File: src/rtl/tinyalu_pkg.sv
// TinyALU shared types: opcodes, FSM states and the single-cycle result function.
package tinyalu_pkg;

    typedef enum logic [2:0] {
        no_op   = 3'b000,
        add_op  = 3'b001,
        and_op  = 3'b010,
        xor_op  = 3'b011,
        mul_op  = 3'b100,
        rsv5_op = 3'b101,
        rsv6_op = 3'b110,
        rst_op  = 3'b111
    } operation_t;

    typedef enum logic [1:0] {
        IDLE,
        BUSY_1,
        BUSY_M,
        DONE_WAIT
    } tinyalu_state_t;

    localparam logic [15:0] ILLEGAL_RESULT = 16'hDEAD;
    localparam int MCNT_W = 2;

    // Reserved opcodes fall through to the marker value.
    function automatic logic [15:0] alu_single(
        input operation_t  o,
        input logic [7:0]  a,
        input logic [7:0]  b
    );
        logic [15:0] r;
        case (o)
            add_op:  r = {7'b0, {1'b0, a} + {1'b0, b}};
            and_op:  r = {8'b0, a & b};
            xor_op:  r = {8'b0, a ^ b};
            default: r = ILLEGAL_RESULT;
        endcase
        return r;
    endfunction

endpackage

File: src/rtl/tinyalu_mul_pipe.sv
// Registered 8x8 unsigned multiplier, STAGES deep, with valid tracking and flush.
module tinyalu_mul_pipe
    import tinyalu_pkg::*;
#(
    parameter int STAGES = 3
) (
    input  logic        clk,
    input  logic        rst_n,
    input  logic        valid_in,
    input  logic        flush,
    input  logic [7:0]  a,
    input  logic [7:0]  b,
    output logic        valid_out,
    output logic [15:0] prod
);

    logic [15:0]       p_q [STAGES];
    logic [STAGES-1:0] v_q;

    always_ff @(posedge clk or negedge rst_n) begin
        if (!rst_n) begin
            v_q <= '0;
            for (int i = 0; i < STAGES; i++) begin
                p_q[i] <= '0;
            end
        end else begin
            v_q[0] <= valid_in & ~flush;
            p_q[0] <= {8'b0, a} * {8'b0, b};
            for (int i = 1; i < STAGES; i++) begin
                v_q[i] <= v_q[i-1] & ~flush;
                p_q[i] <= p_q[i-1];
            end
        end
    end

    assign valid_out = v_q[STAGES-1];
    assign prod      = p_q[STAGES-1];

endmodule

File: src/rtl/tinyalu_core.sv
// TinyALU start/done responder: FSM, operand capture and single-cycle ops.
// Define TINYALU_ILLEGAL_DONE_EN to answer reserved opcodes with 16'hDEAD.
module tinyalu_core
    import tinyalu_pkg::*;
#(
    parameter int MUL_STAGES = 3
) (
    input  logic        clk,
    input  logic        reset_n,
    input  logic [7:0]  A,
    input  logic [7:0]  B,
    input  operation_t  op,
    input  logic        start,
    output logic        done,
    output logic [15:0] result
);

    logic [1:0]        rst_sync;
    logic              rst_n;
    tinyalu_state_t    state, state_d;
    logic [MCNT_W-1:0] mcnt, mcnt_d;
    logic [7:0]        a_q, b_q;
    operation_t        op_q;
    logic              done_d;
    logic [15:0]       result_d;
    logic              single, capture, mul_start, flush;
    logic              mul_valid;
    logic [15:0]       mul_prod;

    // Assert immediately, release two edges after reset_n rises.
    always_ff @(posedge clk or negedge reset_n) begin
        if (!reset_n) rst_sync <= '0;
        else          rst_sync <= {rst_sync[0], 1'b1};
    end
    assign rst_n = rst_sync[1];

`ifdef TINYALU_ILLEGAL_DONE_EN
    assign single = op inside {add_op, and_op, xor_op, rsv5_op, rsv6_op, rst_op};
`else
    assign single = op inside {add_op, and_op, xor_op};
`endif

    always_ff @(posedge clk or negedge rst_n) begin
        if (!rst_n) begin
            state  <= IDLE;
            mcnt   <= '0;
            done   <= 1'b0;
            result <= '0;
            a_q    <= '0;
            b_q    <= '0;
            op_q   <= no_op;
        end else begin
            state  <= state_d;
            mcnt   <= mcnt_d;
            done   <= done_d;
            result <= result_d;
            if (capture) begin
                a_q  <= A;
                b_q  <= B;
                op_q <= op;
            end
        end
    end

    always_comb begin
        state_d   = state;
        mcnt_d    = mcnt;
        done_d    = 1'b0;
        result_d  = result;
        capture   = 1'b0;
        mul_start = 1'b0;
        flush     = 1'b0;
        case (state)
            IDLE: begin
                if (start && op == mul_op) begin
                    capture   = 1'b1;
                    mul_start = 1'b1;
                    mcnt_d    = MCNT_W'(MUL_STAGES - 1);
                    state_d   = BUSY_M;
                end else if (start && single) begin
                    capture = 1'b1;
                    state_d = BUSY_1;
                end
            end
            BUSY_1: begin
                if (!start) begin
                    state_d = IDLE;
                end else begin
                    result_d = alu_single(op_q, a_q, b_q);
                    done_d   = 1'b1;
                    state_d  = DONE_WAIT;
                end
            end
            BUSY_M: begin
                if (!start) begin
                    flush   = 1'b1;
                    mcnt_d  = '0;
                    state_d = IDLE;
                end else if (mcnt == '0 && mul_valid) begin
                    result_d = mul_prod;
                    done_d   = 1'b1;
                    state_d  = DONE_WAIT;
                end else if (mcnt != '0) begin
                    mcnt_d = mcnt - MCNT_W'(1);
                end
            end
            DONE_WAIT: begin
                if (!start) state_d = IDLE;
            end
            default: state_d = IDLE;
        endcase
    end

    tinyalu_mul_pipe #(
        .STAGES (MUL_STAGES)
    ) u_mul (
        .clk       (clk),
        .rst_n     (rst_n),
        .valid_in  (mul_start),
        .flush     (flush),
        .a         (A),
        .b         (B),
        .valid_out (mul_valid),
        .prod      (mul_prod)
    );

endmodule

File: config.mk
export PLATFORM = sky130hd
export DESIGN_NAME = tinyalu_core
export DESIGN_NICKNAME = d
export VERILOG_FILES = /design/src/rtl/tinyalu_pkg.sv /design/src/rtl/tinyalu_mul_pipe.sv /design/src/rtl/tinyalu_core.sv
export SDC_FILE = /design/constraint.sdc
export NUM_CORES = 1
export LEC_CHECK = 0
export CORE_MARGIN = 2
export CORE_UTILIZATION = 55
export DETAILED_ROUTE_END_ITERATION = 10
export PLACE_DENSITY = 0.75
export REMOVE_ABC_BUFFERS = 1
export SYNTH_ARGS = -nofsm -noshare
export SYNTH_HDL_FRONTEND = slang
export SYNTH_SLANG_ARGS = --single-unit
File: constraint.sdc
create_clock -name clk -period 3.5 [get_ports clk]
set_input_delay 0.7 -clock clk [delete_from_list [all_inputs] [get_ports clk]]
set_output_delay 0.7 -clock clk [all_outputs]
set_load 0.02 [all_outputs]
Word level (Yosys, flattened, before mapping)
Cells that the tools add are included.
{ "op_classes": {"add_sub_neg": 2, "multipliers": 1, "eq_ne": 19, "mux": 28, "bitwise_logic": 6, "reduce_logical": 12} }
{ "op_table": {"columns": ["operator", "count"], "rows": [
  ["$mux W16", 3],
  ["$pmux W16 S3", 1],
  ["$pmux W16 S2", 1],
  ["$mux W2", 10],
  ["$mul A8 B8 Y16", 1],
  ["$eq A3 B2 Y1 const B", 4],
  ["$ne A3 B3 Y1 const B", 4],
  ["$mux W1", 10],
  ["$ne A2 B2 Y1 const B", 5],
  ["$add A8 B8 Y9", 1],
  ["$and A8 B8 Y8", 1],
  ["$pmux W2 S4", 1],
  ["$reduce_and A4 Y1", 2],
  ["$xor A8 B8 Y8", 1],
  ["$eq A3 B1 Y1 const B", 2],
  ["$reduce_bool A2 Y1", 3],
  ["$eq A2 B2 Y1 const B", 2],
  ["$logic_not A2 Y1", 2],
  ["$pmux W2 S2", 1],
  ["$and A1 B1 Y1", 3],
  ["$eq A3 B3 Y1 const B", 1],
  ["$logic_and A1 B1 Y1", 3],
  ["$reduce_and A3 Y1", 1],
  ["$reduce_bool A3 Y1", 1],
  ["other kinds (4)", 4]
]} }
{ "word_totals": {"reg_bits": 93, "in_bits": 22, "out_inout_bits": 17, "word_cells": 80} }

Depth between registers and ports, before layout
Gate-level depths: netlist of the first run.
{ "logic_depth": {"word_depth": 6, "mapped_depth": 15, "depth_no_buf": 15} }

Cells and area by module
Synthesis of the first run repeated with hierarchy kept, for this count alone.
{ "unflattened": {"cells_unflattened": 575, "hier_area_um2": 6078.3} }
{ "by_module_without_submodules": {"columns": ["module", "n_inst", "cells_per_inst", "area_each_um2", "seq_area_each_um2"], "rows": [
  ["tinyalu_mul_pipe", 1, 329, 3626.0, 1276.2],
  ["tinyalu_core", 1, 246, 2452.4, 1051.0]
]} }

Least setup slack after synthesis of the first run
OpenSTA, ideal clock, no wires.
{ "synth_timing": {"path_kind": "in2reg", "from": "in A[5]", "to": "reg u_mul.p_q[45] in the netlist's numbering", "setup_time_ns": 0.131, "t_arrival_ns": 4.345, "required_ns": 3.369, "slack_ns": -0.976, "stages": 13, "path_buffers": 1, "path_cell_list": "clkbuf_1 > and2_1 > fa_1 > fa_1 > fa_1 > inv_1 > fa_1 > inv_1 > ha_1 > a2111o_1 > o21ai_1 > o21ai_0 > xor2_1"} }
{ "synth_between": {"elab_chain_cells": 1} }
{ "synth_lines": {"columns": ["item", "line_no", "text"], "rows": [
  ["start, declared", "tinyalu_core.sv:10", "input logic [7:0] A,"],
  ["$mul A8 B8 Y16", "tinyalu_mul_pipe.sv:28", "p_q[0] <= {8'b0, a} * {8'b0, b};"],
  ["end signal, assigned by index", "tinyalu_mul_pipe.sv:31", "p_q[i] <= p_q[i-1];"],
  ["end, declared", "tinyalu_mul_pipe.sv:17", "logic [15:0] p_q [STAGES];"]
]} }
No other way between the ends.
A chain may end at the register's enable or synchronous reset.

Worst setup path after layout of the first run
{ "layout_timing": {"from": "in A[2]", "to": "reg u_mul.p_q[45] in the netlist's numbering"} }
Same word-level chain as after synthesis.

==> results of run 1 <==
registers in the layout, indices dropped and copies added (netlist names):
name,cells
a_q,8
b_q,8
mcnt,2
done,1
u_mul.v_q,3
state,2
rst_sync,2
u_mul.prod,16
u_mul.p_q,32
op_q,3
result,16
where the power goes:
group | leakage (nW) | switching [mW] | internal (mW) | total, mW
sequential | 1.13 | 0.249 | 1.52 | 1.77
clock | 0.0997 | 0.401 | 0.341 | 0.742
combinational | 2.19 | 1.50 | 1.42 | 2.92
total | 3.42 | 2.15 | 3.28 | 5.43
cell usage after synthesis (2+ instances only):
library cell	count	area, um^2
dfrtp_1	93	2330
inv_1	65	244
and2_1	49	307
ha_1	49	613
nand2_1	41	154
fa_1	37	741
a21oi_1	26	130
nor2_1	16	60.1
o21ai_0	12	60.1
nor2b_1	11	68.8
mux2_1	10	113
xnor2_1	10	87.6
mux2_2	9	101
o31ai_1	8	60.1
a31oi_1	7	43.8
xor2_1	7	61.3
buf_2	6	30.0
a21o_1	5	37.5
nand3_1	5	25.0
o211ai_1	5	37.5
a211oi_1	4	30.0
nand2b_1	4	25.0
nor3_1	4	20.0
o22ai_1	4	25.0
and3_1	3	18.8
clkbuf_1	3	11.3
o21a_1	3	22.5
a221oi_1	2	17.5
buf_1	2	7.51
or3_1	2	12.5
layer usage:
layer	vias to the layer above	global-route usage, %
met5	-	0
met4	0	7.14
met3	13	4.35
met2	82	37.5
met1	2026	27.0
li1	1939	-
metrics by stage:
step	area (um^2)	setup TNS (ps)
after floorplan	5670	-5230
after global placement	6590	-13150
after detailed placement	6590	-13450
after CTS	6990	-1970
after global routing	7040	-3190
final	7040	-2310
logic make-up after synthesis:
group	after synthesis	share of synthesized area, %
mux	20	3.90
xor+xnor	18	2.88
other cells	1	0.0654
simple gates	140	12.9
flops	93	40.6
buf+inv	78	5.39
fa+ha+maj	86	23.6
compound gates	93	10.7
worst min-delay path by stage:
stage,startpoint,end,slack [ps],cells past startpoint
floorplan,rst_sync[0],rst_sync[1],330,0
global placement,u_mul.p_q[32],u_mul.p_q[16],330,0
detailed placement,u_mul.p_q[37],u_mul.p_q[21],330,0
CTS,u_mul.p_q[37],u_mul.p_q[21],350,0
global route,u_mul.p_q[36],u_mul.p_q[20],360,0
finish,u_mul.p_q[45],u_mul.p_q[29],350,0
repair_timing:
action	CTS	global route
gates resized for setup	126	5
setup endpoints to repair	11	10
pin swaps	39	8
setup buffers	4	3
worst max-delay path, cell delays in order:
cell      delay [ps]
buf_8            100
and2_4           150
fa_1             560
fa_1             430
fa_1             490
inv_1             50
fa_1             490
inv_2             50
ha_4             210
a2111o_1         410
o21ai_2          190
o21ai_1          110
xor2_1           160
area by class of cell:
type                       count  area [um^2]  area share [%]
inverter                      65          244            3.47
timing repair buffer          92          821            11.7
tap                          136          170            2.42
sequential                    93         2330            33.1
clock inverter                 7         81.3            1.16
clock buffer                   9          124            1.76
multi-input combinational    358         3270            46.4
==> qor.yml, run 1 <==
finish:
  syn_to_final_growth_pct: 22.7
  fin_cells: 760
  fin_nets: 727
  drive_above_1_share_pct: 22.4
  layout.cells.most_common_list: "dfrtp_1 (92), inv_1 (60), buf_4 (48)"
  final_common_cell: "dfrtp_1"
  diodes: 0
  post-route-util_pct: 68.8
  nFillCells: 758
detailed_routing:
  m1WireLength_um: 5040
  postRouteAntennaNets: 0
  finalWirelength_um: 11600
  num_vias: 4060
  dr.pass1.iters: 4
  met2_wirelength_um: 5940
  dr.first_iter.drc_count: 195
  via_per_inst: 5.34
  top_layer_used: "met4"
  drc: 0
  wl_per_cell_um: 15.2
  route.met3.wl_um: 432
worst_setup_path:
  critPathRequiredTime_ps: 3760
  r2r_start: "state[0]"
  cp_max_fo: 4
  critPathKind: "input pin to flop"
  worstRegToRegCells: 7
  r2r-end: "result[15]"
  regToRegSetupSlack_ps: 1220
  critPathLaunch: "A[2]"
  worstSetupEndpoint: "u_mul.p_q[45]"
  crit_path_start_kind: "input pin"
  arrival_ps: 4120
  cp-end-kind: "flop"
cts:
  cts-buffers-inserted: 9
  cts_tree: "yes"
  cts.clk_slew.worst_paths_ps: 90
  clk_path_buf_depth: 2
  cts_sinks: 93
  ctsHtreeMaxLevel: 3
  clkLatencyLatePin_ps: 370
  postCtsHoldBufs: 0
  root_buffer: "clkbuf_8"
timing:
  setup_ws_ps: -357
  finalHoldViolCount: 0
  clock.fmax_mhz: 259
  post-route-period-util_pct: 110
  setup_viol: 8
  tightest_slew_ps: 985
  min_period_ps: 3860
  finalClockSkew_ps: 10.4
  slew_headroom_pct: 34.4
  whs_ps: 352
  rsz0062_at_grt: "true"
  drv_slew: 0
placement:
  dp_hpwl_um: 8690
  io_buffers: 38
  place_ws_ps: -1490
  placed_cells: 738
  gp_congestion: 0.872
yosys:
  yosys_register_bits: 93
  async_reset_ff_share_pct: 100
  ys_seq_area_share_pct: 40.6
  ys_types: 57
  mappedNetlistArea_mm2: 0.00574
  syn_inst: 529
  avgSynthCellArea_um2: 10.8
  ys.flop_type: "dfrtp_1"
  synth_edf_count: 0
  yosys_warnings: 0
grt:
  grt_pass1_vias: 4216
  grt_max_degree: 80
  antenna_found_initial: 0
  grtUsageTotal_pct: 21.5
  grt_first_pass_wirelength_um: 19100
  overflow: 0
power:
  ir_drop_uv: 374
  power.density_mw_per_mm2: 771
  power.total_mw: 5.43
  leakage_nw: 3.42
flow_run:
  cap_violations: 0
floorplanning:
  die_x_um: 106
  start_util_pct: 56.1
  core_area_mm2: 0.0102
  chipHeight_um: 106
  rows: 37
  ios: 39
  dieArea_mm2: 0.0113
worst_hold_path:
  hp-class: "flop to flop"
run_status:
  run_status: "finished, violations left"
  violations: "negative setup slack"
Power figures use the tool's default switching activity.
==> inputs of run 2 (changes only) <==
--- a/config.mk
+++ b/config.mk
@@ -5,6 +5,7 @@
 export SDC_FILE = /design/constraint.sdc
 export NUM_CORES = 1
 export LEC_CHECK = 0
+export ABC_CLOCK_PERIOD_IN_PS = 3500
 export CORE_MARGIN = 2
 export CORE_UTILIZATION = 55
 export DETAILED_ROUTE_END_ITERATION = 10
==> results of run 2 <==
No change in the layout: final DEF, timing and power equal those of run 1.
==> inputs of run 3 (changes only) <==
--- a/config.mk
+++ b/config.mk
@@ -5,11 +5,11 @@
 export SDC_FILE = /design/constraint.sdc
 export NUM_CORES = 1
 export LEC_CHECK = 0
-export ABC_CLOCK_PERIOD_IN_PS = 3500
+export ABC_CLOCK_PERIOD_IN_PS = 3260
 export CORE_MARGIN = 2
-export CORE_UTILIZATION = 55
+export CORE_UTILIZATION = 54
 export DETAILED_ROUTE_END_ITERATION = 10
-export PLACE_DENSITY = 0.75
+export PLACE_DENSITY = 0.77
 export REMOVE_ABC_BUFFERS = 1
 export SYNTH_ARGS = -nofsm -noshare
 export SYNTH_HDL_FRONTEND = slang
==> constraint.sdc (replaced) <==
create_clock -name clk -period 3.26 [get_ports clk]
set_input_delay 0.652 -clock clk [delete_from_list [all_inputs] [get_ports clk]]
set_output_delay 0.652 -clock clk [all_outputs]
set_load 0.02 [all_outputs]
==> qor.yml, run 3 (same netlist as run 1, synthesis figures left out) <==
timing:
  setup_ws_ps: -677
  setup_viol: 9
  whs_ps: 348
  min_period_ps: 3940
  slew_headroom_pct: 54.7
  tightest_slew_ps: 680
  finalHoldViolCount: 0
  tns_ps: -4480
  finalClockSkew_ps: 11.0
  rsz0062_at_grt: "true"
  drv_slew: 0
  post-route-period-util_pct: 121
  clock.fmax_mhz: 254
finish:
  layout.cells.most_common_list: "dfrtp_1 (92), inv_1 (55), ha_1 (42)"
  finalInstanceArea_mm2: 0.00722
  fin_nets: 731
  nFillCells: 723
  syn_to_final_growth_pct: 25.8
  largest_reg_flops: 32
  drive_above_1_share_pct: 26.4
  diodes: 0
  post-route-util_pct: 69.9
  final_common_cell: "dfrtp_1"
  largest_register: "u_mul.p_q"
power:
  ir_drop_uv: 422
  pwr-share-comb_pct: 56.7
  internal-power_mw: 3.57
  power.density_mw_per_mm2: 832
  clkPwrFrac_pct: 11.7
  leakage_nw: 3.47
  switching_share_pct: 40.5
  p_sw_mw: 2.43
  seqPwrFrac_pct: 31.6
placement:
  dp_hpwl_um: 9040
  io_buffers: 38
  place_area_mm2: 0.00660
  gp_congestion: 0.850
cts:
  postCtsHoldBufs: 0
  cts-buffers-inserted: 9
  cts.clk_slew.worst_paths_ps: 90
  clk_path_buf_depth: 2
  cts_sinks: 93
  cts_tree: "yes"
  root_buffer: "clkbuf_8"
  ctsHtreeMaxLevel: 3
  clkLatencyLatePin_ps: 360
detailed_routing:
  num_vias: 4143
  finalWirelength_um: 12800
  dr.pass1.iters: 4
  drc: 0
  via_per_inst: 5.42
  wl_per_cell_um: 16.7
  postRouteAntennaNets: 0
  dr.first_iter.drc_count: 226
grt:
  grtUsageTotal_pct: 23.1
  grt_max_degree: 56
  grt_pass1_vias: 4320
  overflow: 0
  antenna_found_initial: 0
  grt_first_pass_wirelength_um: 20500
worst_setup_path:
  crit_buf_inv: 4
  critPathKind: "input pin to flop"
  arrival_ps: 4220
  critPathRequiredTime_ps: 3550
  cp_slowest_cell: "fa_1"
  crit_chain: "buf_8 > buf_6 > and2_4 > fa_2 > fa_1 > fa_1 > inv_1 > fa_1 > inv_2 > ha_4 > o211ai_1 > a21oi_2 > o21ai_4 > o31ai_4 > xnor2_1"
  cp-end-kind: "flop"
  crit_top_cell: "fa_1"
  path_delay_family: "adder cells"
  crit_path_max_incr_delay_ps: 540
  cp_max_fo: 4
  crit_path_start_kind: "input pin"
flow_run:
  cap_violations: 0
floorplanning:
  chipHeight_um: 107
  ios: 39
  die_x_um: 107
  dieArea_mm2: 0.0115
  core_area_mm2: 0.0103
  rows: 37
  start_util_pct: 55.6
worst_hold_path:
  hp-class: "flop to flop"
run_status:
  run_status: "finished, violations left"
  violations: "negative setup slack"
run 3: changes by cell type in the layout (fill, tap and decap cells not counted), sizes merged:
cell	before	now
dlymetal6s2s	1	0
dlygate4sd2	1	2
buf	67	70
inv	68	66
clkbuf	9	13
bufinv	1	0
run 3: power by group through the flow:
stage                     clock network, mW  registers [mW]  logic (mW)
after floorplan                           0            1.95        1.85
after global placement                    0            1.89        2.74
after detailed placement                  0            1.92        2.85
after CTS                             0.719            1.90        3.15
after global routing                  0.775            1.96        3.73
final                                 0.701            1.90        3.40
run 3: path summary, 6_finish.rpt:
| check | start | endpoint | slack [ps] | cells past startpoint |
|---|---|---|---|---|
| max | B[3] | u_mul.p_q[47] | -680 | 15 |
| min | u_mul.p_q[19] | u_mul.prod[3] | 350 | 0 |
| max reg2reg | state[0] | result[6] | 940 | 7 |
| min reg2reg | u_mul.p_q[19] | u_mul.prod[3] | 350 | 0 |
| max in group asynchronous | rst_sync[1] | u_mul.p_q[17] | 2130 | 1 |
| min in group asynchronous | rst_sync[1] | u_mul.p_q[30] | 370 | 0 |
run 3: final cells by class:
class / count / area [um^2] / area share (%)
repair buffers: 96 / 906 / 12.5
flip-flops and latches: 93 / 2330 / 32.3
inverters: 65 / 244 / 3.38
well taps: 136 / 170 / 2.36
multi-input cells: 358 / 3390 / 47.0
clock buffers: 12 / 145 / 2.01
clock inverters: 4 / 32.5 / 0.451
run 3: metal layers:
layer  share of wire (%)  up-vias  routed length [um]  track usage, %
li1                    -     1943                   -               -
met1                  40     2099                5130            28.9
met2                  54       83                6910            41.0
met3                 3.7       18                 470            3.71
met4                 2.2        0                 276            7.05
met5                   0        -                   0               0
run 3: what timing repair did:
action	4_1_cts	5_1_grt
setup buffers	7	3
gates resized for setup	141	30
setup endpoints to repair	12	10
cloned	0	0
pin swaps	40	23
run 3: metrics by stage:
| stage | worst slack [ps] | cells | total power [mW] |
|---|---|---|---|
| floorplan | -1060 | 516 | 3.79 |
| global placement | -1610 | 739 | 4.63 |
| detailed placement | -1710 | 739 | 4.77 |
| CTS | -613 | 762 | 5.77 |
| global route | -754 | 764 | 6.46 |
| finish | -677 | 764 | 6.00 |
==> RTL change 1, RTL diff (flow settings as in run 2) <==
Reset style: synchronous (`reset_n` and `rst_n`), changed in 3 clocked blocks.
--- a/src/rtl/tinyalu_mul_pipe.sv
+++ b/src/rtl/tinyalu_mul_pipe.sv
@@ -19,3 +19,3 @@
 
-    always_ff @(posedge clk or negedge rst_n) begin
+    always_ff @(posedge clk) begin
         if (!rst_n) begin
--- a/src/rtl/tinyalu_core.sv
+++ b/src/rtl/tinyalu_core.sv
@@ -30,3 +30,3 @@
     // Assert immediately, release two edges after reset_n rises.
-    always_ff @(posedge clk or negedge reset_n) begin
+    always_ff @(posedge clk) begin
         if (!reset_n) rst_sync <= '0;
@@ -42,3 +42,3 @@
 
-    always_ff @(posedge clk or negedge rst_n) begin
+    always_ff @(posedge clk) begin
         if (!rst_n) begin
Formal check against the unedited RTL: differs if reset_n is asserted again (counterexample within 10 cycles, from zero or initial values and one cycle with reset_n low); with reset_n held inactive, the same outputs for 10 cycles.
==> RTL change 1 against run 2 <==
Power shrank 30%. Final area up 5.2%. Via count increased by 21%. Worst setup slack got worse by 140 ps. Wire length grew 19%. Clock power decreased by 4.0%. Non-clock buffer count is 16 higher. Sequential cell count unchanged. Final cell count grew 18%. The flow still finishes with violations (negative setup slack). Global-route usage grew 3.5 points. Area after synthesis rose by 2.4%.
==> RTL change 1: results (changes against run 2) <==
grt_max_degree: 55  # was 80
grt_pass1_vias: 5054  # was 4216
critPathLaunch: "A[5]"  # was A[2]
whs_endpoint: "u_mul.v_q[1]"  # was u_mul.p_q[29]
r2r_start: "state[0]"  # unchanged
synth_xor_area_share_pct: 1.193  # was 2.878%
synthMuxAreaShare_pct: 1.981  # was 3.903%
synthAdderAreaFrac_pct: 23.05  # was 23.59%
grt_pass1_wl_um: 23110  # was 19090 um
synthTopCellsByCount: "93 x dfxtp_1, 82 x and2_1, 78 x nand2_1"  # was 93 x dfrtp_1, 65 x inv_1, 49 x and2_1, 49 x ha_1, 41 x nand2_1
wl_per_cell_um: 15.38  # was 15.22 um
yosysSeqAreaShare_pct: 31.69  # was 40.56%
r2r_setup_slack_ps: 970  # was 1220 ps
fill_cells: 782  # was 758
worstHoldStart: "u_mul.v_q[0]"  # was u_mul.p_q[45]
cts_max_level: 3  # unchanged
reg_top3: "u_mul.p_q: 48 flops, result: 16 flops"
ir_worst_vdd_mv: 0.3125  # was 0.3742 mV
r2r_end: "result[7]"  # was result[15]
routed_wl_um: 13740  # was 11570 um
drive_gt1_share_pct: 23.91  # was 22.44%
finalWorstSetupSlack_ps: -498.3  # was -357.1 ps
synth.top_cells.by_area: "dfxtp_1 32%, fa_1 13%, ha_1 10%"  # was dfrtp_1 41%, fa_1 13%, ha_1 11%
yosys.cell_count.top_type: "dfxtp_1"  # was dfrtp_1
cts_made_buffers: 9  # unchanged
via_per_inst: 5.480  # was 5.342
dp_cells: 862  # was 738
setup_viol: 9  # was 8
ys_types: 66  # was 57
p_leak_nw: 3.200  # was 3.418 nW
netlist_instances: 665  # was 529
dp_slack_ps: -1648  # was -1490 ps
synthArstFlopShare_pct: 0  # was 100.0%
timing.hold.ws_ps: 422.0  # was 351.9 ps
track_usage_pct: 25.05  # was 21.54%
cp.arrival_ps: 4250  # was 4120 ps
clk_pin_slew_ps: 100
tns_ps: -3333  # was -2313 ps
min_path_cells: 2  # was 0
dr.pass1.iters: 5  # was 4
crit_path_end: "u_mul.p_q[0][12]"  # was u_mul.p_q[45]
synth-compound-area-share_pct: 13.25  # was 10.68%
placed_cell_area_um2: 6703  # was 6588 um^2
violations: "negative setup slack"  # unchanged
relSlewSlack_pct: 50.61  # was 34.36%
ys_warn_count: 0  # unchanged
drt_iter0_markers: 243  # was 195
antenna_found_initial: 0  # unchanged
dp_hpwl_um: 9647  # was 8685 um
gp_congestion: 0.8986  # was 0.8723
status: "finished with violations"  # unchanged
clock-skew-final_ps: 14.15  # was 10.40 ps
==> RTL change 1: cell count changes after synthesis, moves of 8 or more <==
cell / change
and2_1: +33
dfxtp_1: +93
a21oi_1: +20
nand2_1: +37
nor3_1: +8
mux2_1: -10
clkbuf_1: +17
nor2_1: +21
dfrtp_1: -93
==> RTL change 1: per-layer routing <==
| metal | GRT usage, % | share of wire, % | routed length [um] |
|---|---|---|---|
| met2 | 45.89 | 51 | 7074 |
| met5 | 0 | 0 | 0 |
| met1 | 30.13 | 42 | 5743 |
| met3 | 2.906 | 4.3 | 589 |
| met4 | 9.158 | 2.4 | 329 |
==> RTL change 1: final cells by class <==
class | instances | area, um^2 | area share [%]
clock inverter | 7 | 78.83 | 1.065
timing repair buffer | 108 | 957.2 | 12.93
multi-input combinational | 475 | 3969 | 53.60
clock buffer | 9 | 123.9 | 1.673
inverter | 65 | 244.0 | 3.295
sequential | 93 | 1862 | 25.14
tap | 136 | 170.2 | 2.298
==> RTL change 1: critical path, stage by stage <==
cell	delay, ps
buf_6	100
buf_6	110
and2_4	130
fa_1	510
fa_2	450
fa_1	480
inv_1	50
fa_1	490
inv_2	50
ha_4	280
o21a_1	140
o32a_4	170
o41ai_4	70
and4_4	190
or3_1	350
==> RTL change 1: where the power goes <==
| part | internal (mW) | leakage (nW) | switching, mW |
|---|---|---|---|
| Sequential | 1.13 | 0.754 | 0.0217 |
| Clock | 0.283 | 0.102 | 0.430 |
| Combinational | 1.00 | 2.34 | 0.947 |
| Total | 2.42 | 3.20 | 1.40 |
==> RTL change 1: repair_timing <==
item / in CTS / in global routing
buffers inserted: 16 / 4
gates resized for setup: 155 / 20
endpoints found under the setup margin: 12 / 10
pin swaps: 56 / 18
==> RTL change 2, RTL diff (settings of run 2) <==
Made on the original files. `MCNT_W`: 2 -> 4.
--- a/src/rtl/tinyalu_pkg.sv
+++ b/src/rtl/tinyalu_pkg.sv
@@ -22,3 +22,3 @@
     localparam logic [15:0] ILLEGAL_RESULT = 16'hDEAD;
-    localparam int MCNT_W = 2;
+    localparam int MCNT_W = 4;
 
Check against the original RTL: same outputs for any inputs over 10 cycles, from zero or initial values and one cycle with reset_n low; that may be too few to reach the edited logic, so the function may still have changed.
==> RTL change 2 against run 2 <==
The run still ends with negative setup slack left. Wire length increased by 5.3%. Worst setup slack got worse by 150 ps. Sequential cell count increased by 2. Power increased by 0.45%. Non-clock buffer count increased by 5. Critical path depth increased by 1. Final area increased by 3.6%. Area after synthesis increased by 2.7%. Critical endpoint unchanged.
==> RTL change 2: results (changes against run 2) <==
status: "finished with violations"  # unchanged
violations: "negative setup slack"  # unchanged
fill_cells: 763  # was 758
drive_gt1_share_pct: 26.19  # was 22.44%
gr-usage-met1_pct: 28.86  # was 26.96%
clock-skew-final_ps: 8.718  # was 10.40 ps
grt_max_degree: 43  # was 80
cts_resized: 133  # was 126
wl_met2_um: 6357  # was 5938 um
synthAdderAreaFrac_pct: 22.98  # was 23.59%
crit_path_max_incr_delay_ps: 540  # was 560 ps
ys_warn_count: 0  # unchanged
tightest_slew_ps: 1132  # was 984.7 ps
grt_pass1_vias: 4474  # was 4216
synth_area_per_cell_um2: 10.77  # was 10.85 um^2
use_met2_pct: 39.35  # was 37.45%
final_cells: 785  # was 760
cp.arrival_ps: 4300  # was 4120 ps
wl_per_cell_um: 15.51  # was 15.22 um
drt_iter0_markers: 219  # was 195
via_count: 4272  # was 4060
track_usage_pct: 22.72  # was 21.54%
met1Wirelength_um: 5197  # was 5039 um
setup_viol: 8  # unchanged
dr_wl_met3_um: 423  # was 432 um
synthMuxAreaShare_pct: 4.163  # was 3.903%
gp_congestion: 0.8703  # was 0.8723
dp_slack_ps: -1593  # was -1490 ps
final_nets: 752  # was 727
placed_cell_area_um2: 6803  # was 6588 um^2
p_leak_nw: 3.497  # was 3.418 nW
synth-compound-area-share_pct: 11.96  # was 10.68%
dp_hpwl_um: 9295  # was 8685 um
dp_cells: 764  # was 738
finalWorstSetupSlack_ps: -509.5  # was -357.1 ps
critPathSlowestCell: "or4_4"  # was fa_1
clock_latency_ps: 370  # about the same
synth_xor_area_share_pct: 2.082  # was 2.878%
-- RTL change 2: layout make-up --
type	instances	area [um^2]	share of cell area (%)
Multi-Input combinational cell	377	3411	46.80
Clock inverter	6	53.80	0.7382
Tap cell	136	170.2	2.335
Timing Repair Buffer	97	894.6	12.27
Sequential cell	95	2381	32.67
Clock buffer	10	137.6	1.888
Inverter	64	240.2	3.296
-- RTL change 2: power breakdown --
group          switching, mW  internal [mW]
Combinational           1.50           1.48
Clock                  0.400          0.288
Sequential             0.254           1.54
-- RTL change 2: final timing paths --
kind                                from       endpoint  slack, ps  depth (start not counted)
max in group asynchronous    rst_sync[1]      result[2]       2390                          1
setup / recovery                    B[6]  u_mul.p_q[45]       -510                         14
setup reg to reg                state[0]      result[6]        940                          7
hold reg to reg              rst_sync[1]      result[9]        310                          0
hold / removal               rst_sync[1]      result[9]        310                          0
min in group clk           u_mul.p_q[35]  u_mul.p_q[19]        350                          0
